===== src/rtl/fetch_prefetch_queue.sv =====
// Instruction prefetch queue: runs a sequential fetch PC ahead of execution,
// issues word reads on the arbiter handshake, and buffers the returned
// {pc, instr, exception} tuples in a DEPTH-entry FIFO for InstructionFetch.
// Optional feature macro: PREFETCH_BYPASS_EN (drives the response straight to
// the head outputs when the FIFO is empty).
module fetch_prefetch_queue #(
  parameter int unsigned               DEPTH         = 4,
  parameter logic [31:0]               RESET_PC      = 32'h0000_0000,
  parameter int unsigned               EXCEPTION_LEN = 4,
  parameter logic [EXCEPTION_LEN-1:0]  EXCEP_OK      = '0
) (
  input  logic                     clk,
  input  logic                     rst,
  input  logic [31:0]              pcWrite_In,
  input  logic                     pcFlush_In,
  input  logic                     pop_In,
  input  logic                     execLockRead_In,
  output logic                     valid_Out,
  output logic [31:0]              instr_Out,
  output logic [31:0]              pc_Out,
  output logic [EXCEPTION_LEN-1:0] exception_Out,
  output logic [31:0]              memAddr_Out,
  output logic [31:0]              memData_Out,
  output logic [1:0]               memDataWidth_Out,
  output logic                     memIsRead_Out,
  output logic                     memAccess_Out,
  input  logic                     memAccessOK_In,
  input  logic [31:0]              memData_In,
  input  logic [EXCEPTION_LEN-1:0] memException_In
);

  localparam int unsigned PTR_W = (DEPTH > 1) ? $clog2(DEPTH) : 1;
  localparam int unsigned CNT_W = PTR_W + 1;

  typedef enum logic [1:0] {
    S_IDLE    = 2'd0,
    S_REQ     = 2'd1,
    S_DISCARD = 2'd2,
    S_HALT    = 2'd3
  } state_t;

  state_t                   r_state;
  logic [31:0]              r_fetch_pc;
  logic [31:0]              r_mem_addr;
  logic                     r_mem_access;
  logic [CNT_W-1:0]         r_count;
  logic [PTR_W-1:0]         r_wptr;
  logic [PTR_W-1:0]         r_rptr;
  logic [31:0]              r_fifo_instr [DEPTH];
  logic [31:0]              r_fifo_pc    [DEPTH];
  logic [EXCEPTION_LEN-1:0] r_fifo_exc   [DEPTH];
  logic                     r_valid;
  logic [31:0]              r_head_instr;
  logic [31:0]              r_head_pc;
  logic [EXCEPTION_LEN-1:0] r_head_exc;

  logic [31:0]              w_flush_pc;
  logic                     w_resp;
  logic                     w_fifo_pop;
  logic                     w_push;
  logic [CNT_W-1:0]         w_left;
  logic [CNT_W-1:0]         w_count_nxt;
  logic [PTR_W-1:0]         w_rptr_nxt;
  logic                     w_valid_nxt;
  logic [31:0]              w_instr_nxt;
  logic [31:0]              w_pc_nxt;
  logic [EXCEPTION_LEN-1:0] w_exc_nxt;
`ifdef PREFETCH_BYPASS_EN
  logic                     w_bypass;
`endif

  // Push/pop decode and next head entry (head is a registered FIFO read)
  always_comb begin
    w_flush_pc  = pcWrite_In & ~32'h3;
    w_resp      = (r_state == S_REQ) && memAccessOK_In && !pcFlush_In;
    w_fifo_pop  = pop_In && r_valid && !pcFlush_In;
`ifdef PREFETCH_BYPASS_EN
    w_bypass    = w_resp && !r_valid;
    w_push      = w_resp && !(w_bypass && pop_In);
`else
    w_push      = w_resp;
`endif
    w_left      = r_count - CNT_W'(w_fifo_pop);
    w_count_nxt = w_left + CNT_W'(w_push);
    w_rptr_nxt  = r_rptr + PTR_W'(w_fifo_pop);
    w_valid_nxt = 1'b0;
    w_instr_nxt = 32'h0;
    w_pc_nxt    = 32'h0;
    w_exc_nxt   = EXCEP_OK;
    if (!pcFlush_In) begin
      if (w_push && (w_left == '0)) begin
        w_valid_nxt = 1'b1;
        w_instr_nxt = memData_In;
        w_pc_nxt    = r_fetch_pc;
        w_exc_nxt   = memException_In;
      end else if (w_left != '0) begin
        w_valid_nxt = 1'b1;
        w_instr_nxt = r_fifo_instr[w_rptr_nxt];
        w_pc_nxt    = r_fifo_pc[w_rptr_nxt];
        w_exc_nxt   = r_fifo_exc[w_rptr_nxt];
      end
    end
  end

  // FIFO storage; contents need no reset because count guards every read
  always_ff @(posedge clk) begin
    if (rst && w_push) begin
      r_fifo_instr[r_wptr] <= memData_In;
      r_fifo_pc[r_wptr]    <= r_fetch_pc;
      r_fifo_exc[r_wptr]   <= memException_In;
    end
  end

  // FIFO pointers, occupancy and registered head outputs
  always_ff @(posedge clk) begin
    if (!rst) begin
      r_count      <= '0;
      r_wptr       <= '0;
      r_rptr       <= '0;
      r_valid      <= 1'b0;
      r_head_instr <= 32'h0;
      r_head_pc    <= 32'h0;
      r_head_exc   <= EXCEP_OK;
    end else begin
      if (pcFlush_In) begin
        r_count <= '0;
        r_wptr  <= '0;
        r_rptr  <= '0;
      end else begin
        r_count <= w_count_nxt;
        r_rptr  <= w_rptr_nxt;
        if (w_push) r_wptr <= r_wptr + PTR_W'(1);
      end
      r_valid      <= w_valid_nxt;
      r_head_instr <= w_instr_nxt;
      r_head_pc    <= w_pc_nxt;
      r_head_exc   <= w_exc_nxt;
    end
  end

  // Fetch FSM: one outstanding request, fetch PC and registered request outputs
  always_ff @(posedge clk) begin
    if (!rst) begin
      r_state      <= S_IDLE;
      r_fetch_pc   <= RESET_PC;
      r_mem_addr   <= RESET_PC;
      r_mem_access <= 1'b0;
    end else begin
      case (r_state)
        S_IDLE: begin
          if (pcFlush_In) begin
            r_fetch_pc <= w_flush_pc;
          end else if ((r_count < CNT_W'(DEPTH)) && !execLockRead_In) begin
            r_state      <= S_REQ;
            r_mem_access <= 1'b1;
            r_mem_addr   <= r_fetch_pc;
          end
        end
        S_REQ: begin
          if (memAccessOK_In) begin
            r_mem_access <= 1'b0;
            if (pcFlush_In) begin
              // response in the flush cycle is dropped; request is complete
              r_state    <= S_IDLE;
              r_fetch_pc <= w_flush_pc;
            end else if (memException_In == EXCEP_OK) begin
              r_state    <= S_IDLE;
              r_fetch_pc <= r_fetch_pc + 32'd4;
            end else begin
              r_state <= S_HALT;
            end
          end else if (pcFlush_In) begin
            r_state    <= S_DISCARD;
            r_fetch_pc <= w_flush_pc;
          end
        end
        S_DISCARD: begin
          if (pcFlush_In) r_fetch_pc <= w_flush_pc;
          if (memAccessOK_In) begin
            r_state      <= S_IDLE;
            r_mem_access <= 1'b0;
          end
        end
        S_HALT: begin
          if (pcFlush_In) begin
            r_state    <= S_IDLE;
            r_fetch_pc <= w_flush_pc;
          end
        end
        default: r_state <= S_IDLE;
      endcase
    end
  end

  // Output drive
`ifdef PREFETCH_BYPASS_EN
  assign valid_Out     = r_valid | w_bypass;
  assign instr_Out     = w_bypass ? memData_In      : r_head_instr;
  assign pc_Out        = w_bypass ? r_fetch_pc      : r_head_pc;
  assign exception_Out = w_bypass ? memException_In : r_head_exc;
`else
  assign valid_Out     = r_valid;
  assign instr_Out     = r_head_instr;
  assign pc_Out        = r_head_pc;
  assign exception_Out = r_head_exc;
`endif
  assign memAddr_Out      = r_mem_addr;
  assign memAccess_Out    = r_mem_access;
  assign memData_Out      = 32'h0;
  assign memDataWidth_Out = 2'b10;
  assign memIsRead_Out    = 1'b1;

endmodule


===== config.mk =====
export PLATFORM = sky130hd
export DESIGN_NAME = fetch_prefetch_queue
export DESIGN_NICKNAME = d
export VERILOG_FILES = /design/src/rtl/fetch_prefetch_queue.sv
export SDC_FILE = /design/constraint.sdc
export NUM_CORES = 1
export LEC_CHECK = 0
export ABC_CLOCK_PERIOD_IN_PS = 3300
export BUFFER_PORTS_ARGS = -buffer_cell sky130_fd_sc_hd__buf_2
export CAP_MARGIN = 10
export CORE_ASPECT_RATIO = 1.25
export CORE_MARGIN = 2
export CORE_UTILIZATION = 57
export DETAILED_ROUTE_END_ITERATION = 8
export PLACE_DENSITY = 0.84
export SLEW_MARGIN = 10
export SYNTH_ARGS = -nofsm -noshare
export SYNTH_HDL_FRONTEND = slang
export SYNTH_SLANG_ARGS = --single-unit

===== constraint.sdc =====
create_clock -name clk -period 3.3 [get_ports clk]
set_input_delay 0.165 -clock clk [delete_from_list [all_inputs] [get_ports clk]]
set_output_delay 0.165 -clock clk [all_outputs]
set_load 0.01 [all_outputs]

After elaboration in Yosys (flattened, before gate mapping)
Memories as Yosys holds them, arrays and structs flattened.
Cells that the tools add are included.

word-level totals
  flip-flop bits (word level) = 143
  bits in writable memories = 272
  bits of input ports = 74
  word-level logic and storage cells = 80
  memories = 3

operators by class
  add/sub/neg operators = 5
  $lt $le $gt $ge = 1
  equal/unequal tests = 10
  multiplexer cells = 28
  bitwise operators = 2
  reduce and logical (&&, ||, !) cells = 20

memory list
  memory        depth  bits a word  rd ports  clocked after Yosys merged registers in  wr ports  RTL line  source
  r_fifo_instr  4      32           1         0                                        1         49        logic [31:0] r_fifo_instr [DEPTH];
  r_fifo_pc     4      32           1         0                                        1         50        logic [31:0] r_fifo_pc [DEPTH];
  r_fifo_exc    4      4            1         0                                        1         51        logic [EXCEPTION_LEN-1:0] r_fifo_exc [DEPTH];

operators with widths
  cell                   count
  $mux 32                8
  $pmux 32 s2            1
  $add 32x3->32 const B  1
  $mux 2                 8
  $mux 4                 2
  $ne 2x2->1 const B     4
  $pmux 2 s4             1
  $logic_and 1x1->1      7
  $mux 1                 7
  $reduce_and 5->1       1
  $eq 2x2->1 const B     2
  $logic_not 4->1        1
  $ne 4x3->1 const B     1
  $reduce_and 4->1       1
  $reduce_or 2->1        2
  $add 3x1->3            1
  $logic_not 3->1        1
  $lt 3x3->1 const B     1
  $ne 3x3->1 const B     1
  $reduce_and 3->1       1
  $reduce_bool 3->1      1
  $reduce_or 3->1        1
  $sub 3x1->3            1
  $add 2x1->2            1
  8 further kinds        10

Depth between registers and ports, before layout
  depth after elaboration = 6
  mapped depth = 13

Least setup slack after synthesis
OpenSTA, ideal clock, no wires.

  kind = register -> register
  from = register r_state[1]
  to = memory r_fifo_exc[0][0] (enable)
  library setup time = 0.434 ns
  data arrival time = 2.613 ns
  data required time = 2.866 ns
  setup slack = 0.253 ns
  stages on the path, launching flop included = 7
  period minus slack after synthesis = 3.047 ns
  cell sequence = dfxtp_1 inv_1 ha_1 clkbuf_2 and2_1 buf_2 and3_1

on the way
  cells in the longest elaborated chain, start to end = 6

RTL lines
  element                         RTL line  source
  start: declaration              42        state_t r_state;
  start signal: assignment        144       r_state <= S_IDLE;
  start signal: assignment        154       r_state <= S_REQ;
  start signal: assignment        164       r_state <= S_IDLE;
  $eq 2x1->1                      75        w_resp = (r_state == S_REQ) && memAccessOK_In && !pcFlush_In;
  $logic_and 1x1->1 (2 in a row)  75
  $logic_and 1x1->1               107       if (rst && w_push) begin
  $mux 1                          107
  $mux 1 (not written as such)    110       r_fifo_exc[r_wptr] <= memException_In;
  end: declaration                51

No other way between the ends.

Worst setup path in the final report
  from = register r_valid, in the netlist valid_Out
  to = register r_head_pc[30], in the netlist pc_Out[30]

on the way
  cells in the longest elaborated chain, start to end = 6

RTL lines
  element                                              RTL line  source
  start: declaration                                   52        logic r_valid;
  start signal: assignment                             134       r_valid <= w_valid_nxt;
  $logic_and 1x1->1 * (2 in a row)                     76        w_fifo_pop = pop_In && r_valid && !pcFlush_In;
  $add 2x1->2 / $sub 3x1->3 (equally long branches)    85, 83
  $mem_v2 4x32 (tied with other cells)                 --
  $mux 32 / $logic_and 1x1->1 (equally long branches)  96, 91
  $mux 32 *                                            91        if (w_push && (w_left == '0)) begin
  end signal: assignment                               136       r_head_pc <= w_pc_nxt;
  end: declaration                                     54        logic [31:0] r_head_pc;

Every way passes the cells marked *; elsewhere a longest branch is shown, timed or not.
A chain may end at the register's enable or synchronous reset.

==> metrics.cfg <==
[status]
status=finished, final reports clean

[critical_path]
r2r_cells=8
crit_type=reg2reg
crit_arrival_ps=3250
crit_fanout=49
startpoint_type=flip-flop
endpoint_kind=flip-flop
worstPathRequired_ps=3770

[timing]
rsz0062_at_grt=false
tightest_slew_ps=1060
fin_tns_setup_ps=0
fmax_mhz=360
final_period_minus_worst_setup_slack_ps=2780
period_share_pct=84.1
slew_violations=0
hold-worst-slack_ps=19.6
slew_headroom_pct=29.3
final.setup.worst_slack_ps=525
clock_skew_ps=18.3
setup_violations=0
hold_violations=0

[floorplanning]
ioPinCount=211
start_util_pct=57.5
die_h_um=190
fp.dieW_um=153
dieArea_um2=29100
rows=68
core_um2=27500

[synthesis]
ys_seq_elements=415
async_flop_share_pct=0
synth-edff-count=272
syn_area_um2=15800
synth_ff_type=edfxtp_1
yosys_warnings=0
synthCells=1022
ys_seq_area_share_pct=69.8
synth.distinct_cells=57
avgSynthCellArea_um2=15.5

[worst_hold_path]
holdPathStages=5
min_path_type=in2reg

[power]
vdd_drop_max_uv=429
p_leak_nw=6.80
cellPowerDensity_nw_per_um2=566
power.total_mw=10.7

[detailed_routing]
drtPass1Iterations=7
drt_drc_violations_left=0
dr.first_iter.drc_count=680
via_per_inst=5.91
wl_mm=34.8
wire_per_inst_um=21.3
vias=9643
ant_nets=0

[place]
dp.final_hpwl_mm=20.7
placed_cells=1498
gp_congestion=0.904
io_buffer_count=173
place_area_um2=17000
pre_cts_ws_ps=578

[cts]
cts_tree=done
cts_hold_buf=62
post_cts_resized=0
clk_latency_ps=530
cts.sinks=415
htreeDepth=2
clockBufferDepth=3
cts.reportedPaths.clkPinSlew_ps=70
root_buffer=clkbuf_16
post_cts_buffers=0
numCtsBuffers=39

[global_routing]
grt_start_max_net_pins=54
grt_pass1_vias=9594
grt_antenna_before_repair=0
grt_pass1_wl_mm=53.7
gr-total-overflow=0
grt_usage_pct=23.7

[finish]
diodes=0
nets=1339
fin_cells=1631
postLayoutCoreUtil_pct=68.9
syn2layout_area_growth_pct=19.9
drive_above_1_share_pct=27.1
fin_area_um2=18900
fillers=1778

[job]
drv_cap=0

-- layout by cell type (no fill, tap or decap), types with 18 or more instances in the layout --
cell type,synthesis,layout
a21oi_1,48,48
buf_2,16,173
conb_1,2,35
nor2_1,19,18
dlygate4sd3_1,0,62
mux4_2,68,68
edfxtp_1,272,272
dfxtp_1,143,143
a22o_1,68,68
clkbuf_16,0,41
nand4_1,19,19
o21ai_0,29,29
nand2_1,100,100
-- final cells by class --
cell class                 instances  area [um^2]  area share [%]
sequential                       415        11000            58.2
multi-input combinational        521         4340            22.9
timing repair buffer             258         1770            9.35
clock buffer                      52         1110            5.84
tap                              350          438            2.31
clock inverter                    19          195            1.03
inverter                          16         60.1           0.317
-- sequential cells by signal (all words and copies together), names as in the netlist --
register,cells
r_state,2
r_fifo_pc,128
r_count,3
r_fifo_instr,128
r_fetch_pc,32
pc_Out,32
r_rptr,2
instr_Out,32
memAddr_Out,32
r_fifo_exc,16
r_wptr,2
valid_Out,1
memAccess_Out,1
exception_Out,4
-- where the power goes --
| part | leakage (nW) | switching [mW] | internal, mW |
|---|---|---|---|
| Clock | 0.631 | 1.88 | 2.62 |
| Sequential | 3.61 | 0.110 | 5.62 |
| Combinational | 2.56 | 0.288 | 0.224 |
-- Yosys cell counts (all sizes together) (2+ instances only) --
master	number	area, um^2
edfxtp	272	8170
dfxtp	143	2860
nand2	101	382
a22o	68	596
mux4	68	1530
buf	54	362
clkbuf	49	188
a21oi	48	240
o21ai	29	145
nand4	20	131
nor2	19	71.3
and3	18	113
inv	15	56.3
ha	14	175
nand3	14	87.6
xnor2	12	105
nor3	10	60.1
nor4	8	77.6
xor2	7	61.3
a31oi	6	37.5
or4	5	41.3
and2	4	25.0
o211ai	4	30.0
or3	4	25.0
a211oi	3	22.5
a22oi	3	22.5
conb	2	7.51
nor2b	2	12.5
o21a	2	15.0
o21ba	2	20.0
-- worst max-delay path: stages, from the launching register on --
cell and delay [ps]:
dfxtp_1 310, and3_1 230, ha_1 210, ha_1 210, xnor2_1 160, and3_1 240
nor2_4 460, buf_4 620, a22o_1 250
-- path summary, 6_finish.rpt --
| kind | slack [ps] | endpoint | start |
|---|---|---|---|
| worst min-delay path | 20 | r_fetch_pc[8] | pcWrite_In[8] |
| worst min register to register | 450 | memAddr_Out[12] | memAddr_Out[12] |
| worst max register to register | 520 | pc_Out[30] | valid_Out |
| worst max-delay path | 520 | pc_Out[30] | valid_Out |
-- routing by layer --
metal | wire length [um] | GRT usage (%) | vias to the layer above
met2 | 17600 | 39.3 | 436
met3 | 2290 | 3.53 | 71
li1 | - | - | 4313
met4 | 963 | 9.08 | 0
met1 | 14000 | 32.2 | 4823
met5 | 0 | 0 | -
-- cell families after synthesis --
kind of cell / count (synthesis) / share of synthesized area, %
muxes: 69 / 9.76
and+or+nand+nor: 210 / 6.74
adders and majority gates: 14 / 1.11
AOI/OAI and AO/OA: 174 / 7.63
buffers and inverters: 119 / 3.86
xor gates and xnor gates: 19 / 1.05
other: 2 / 0.0475
DFF: 415 / 69.8
Note: power is estimated with default switching activity, not from simulation.
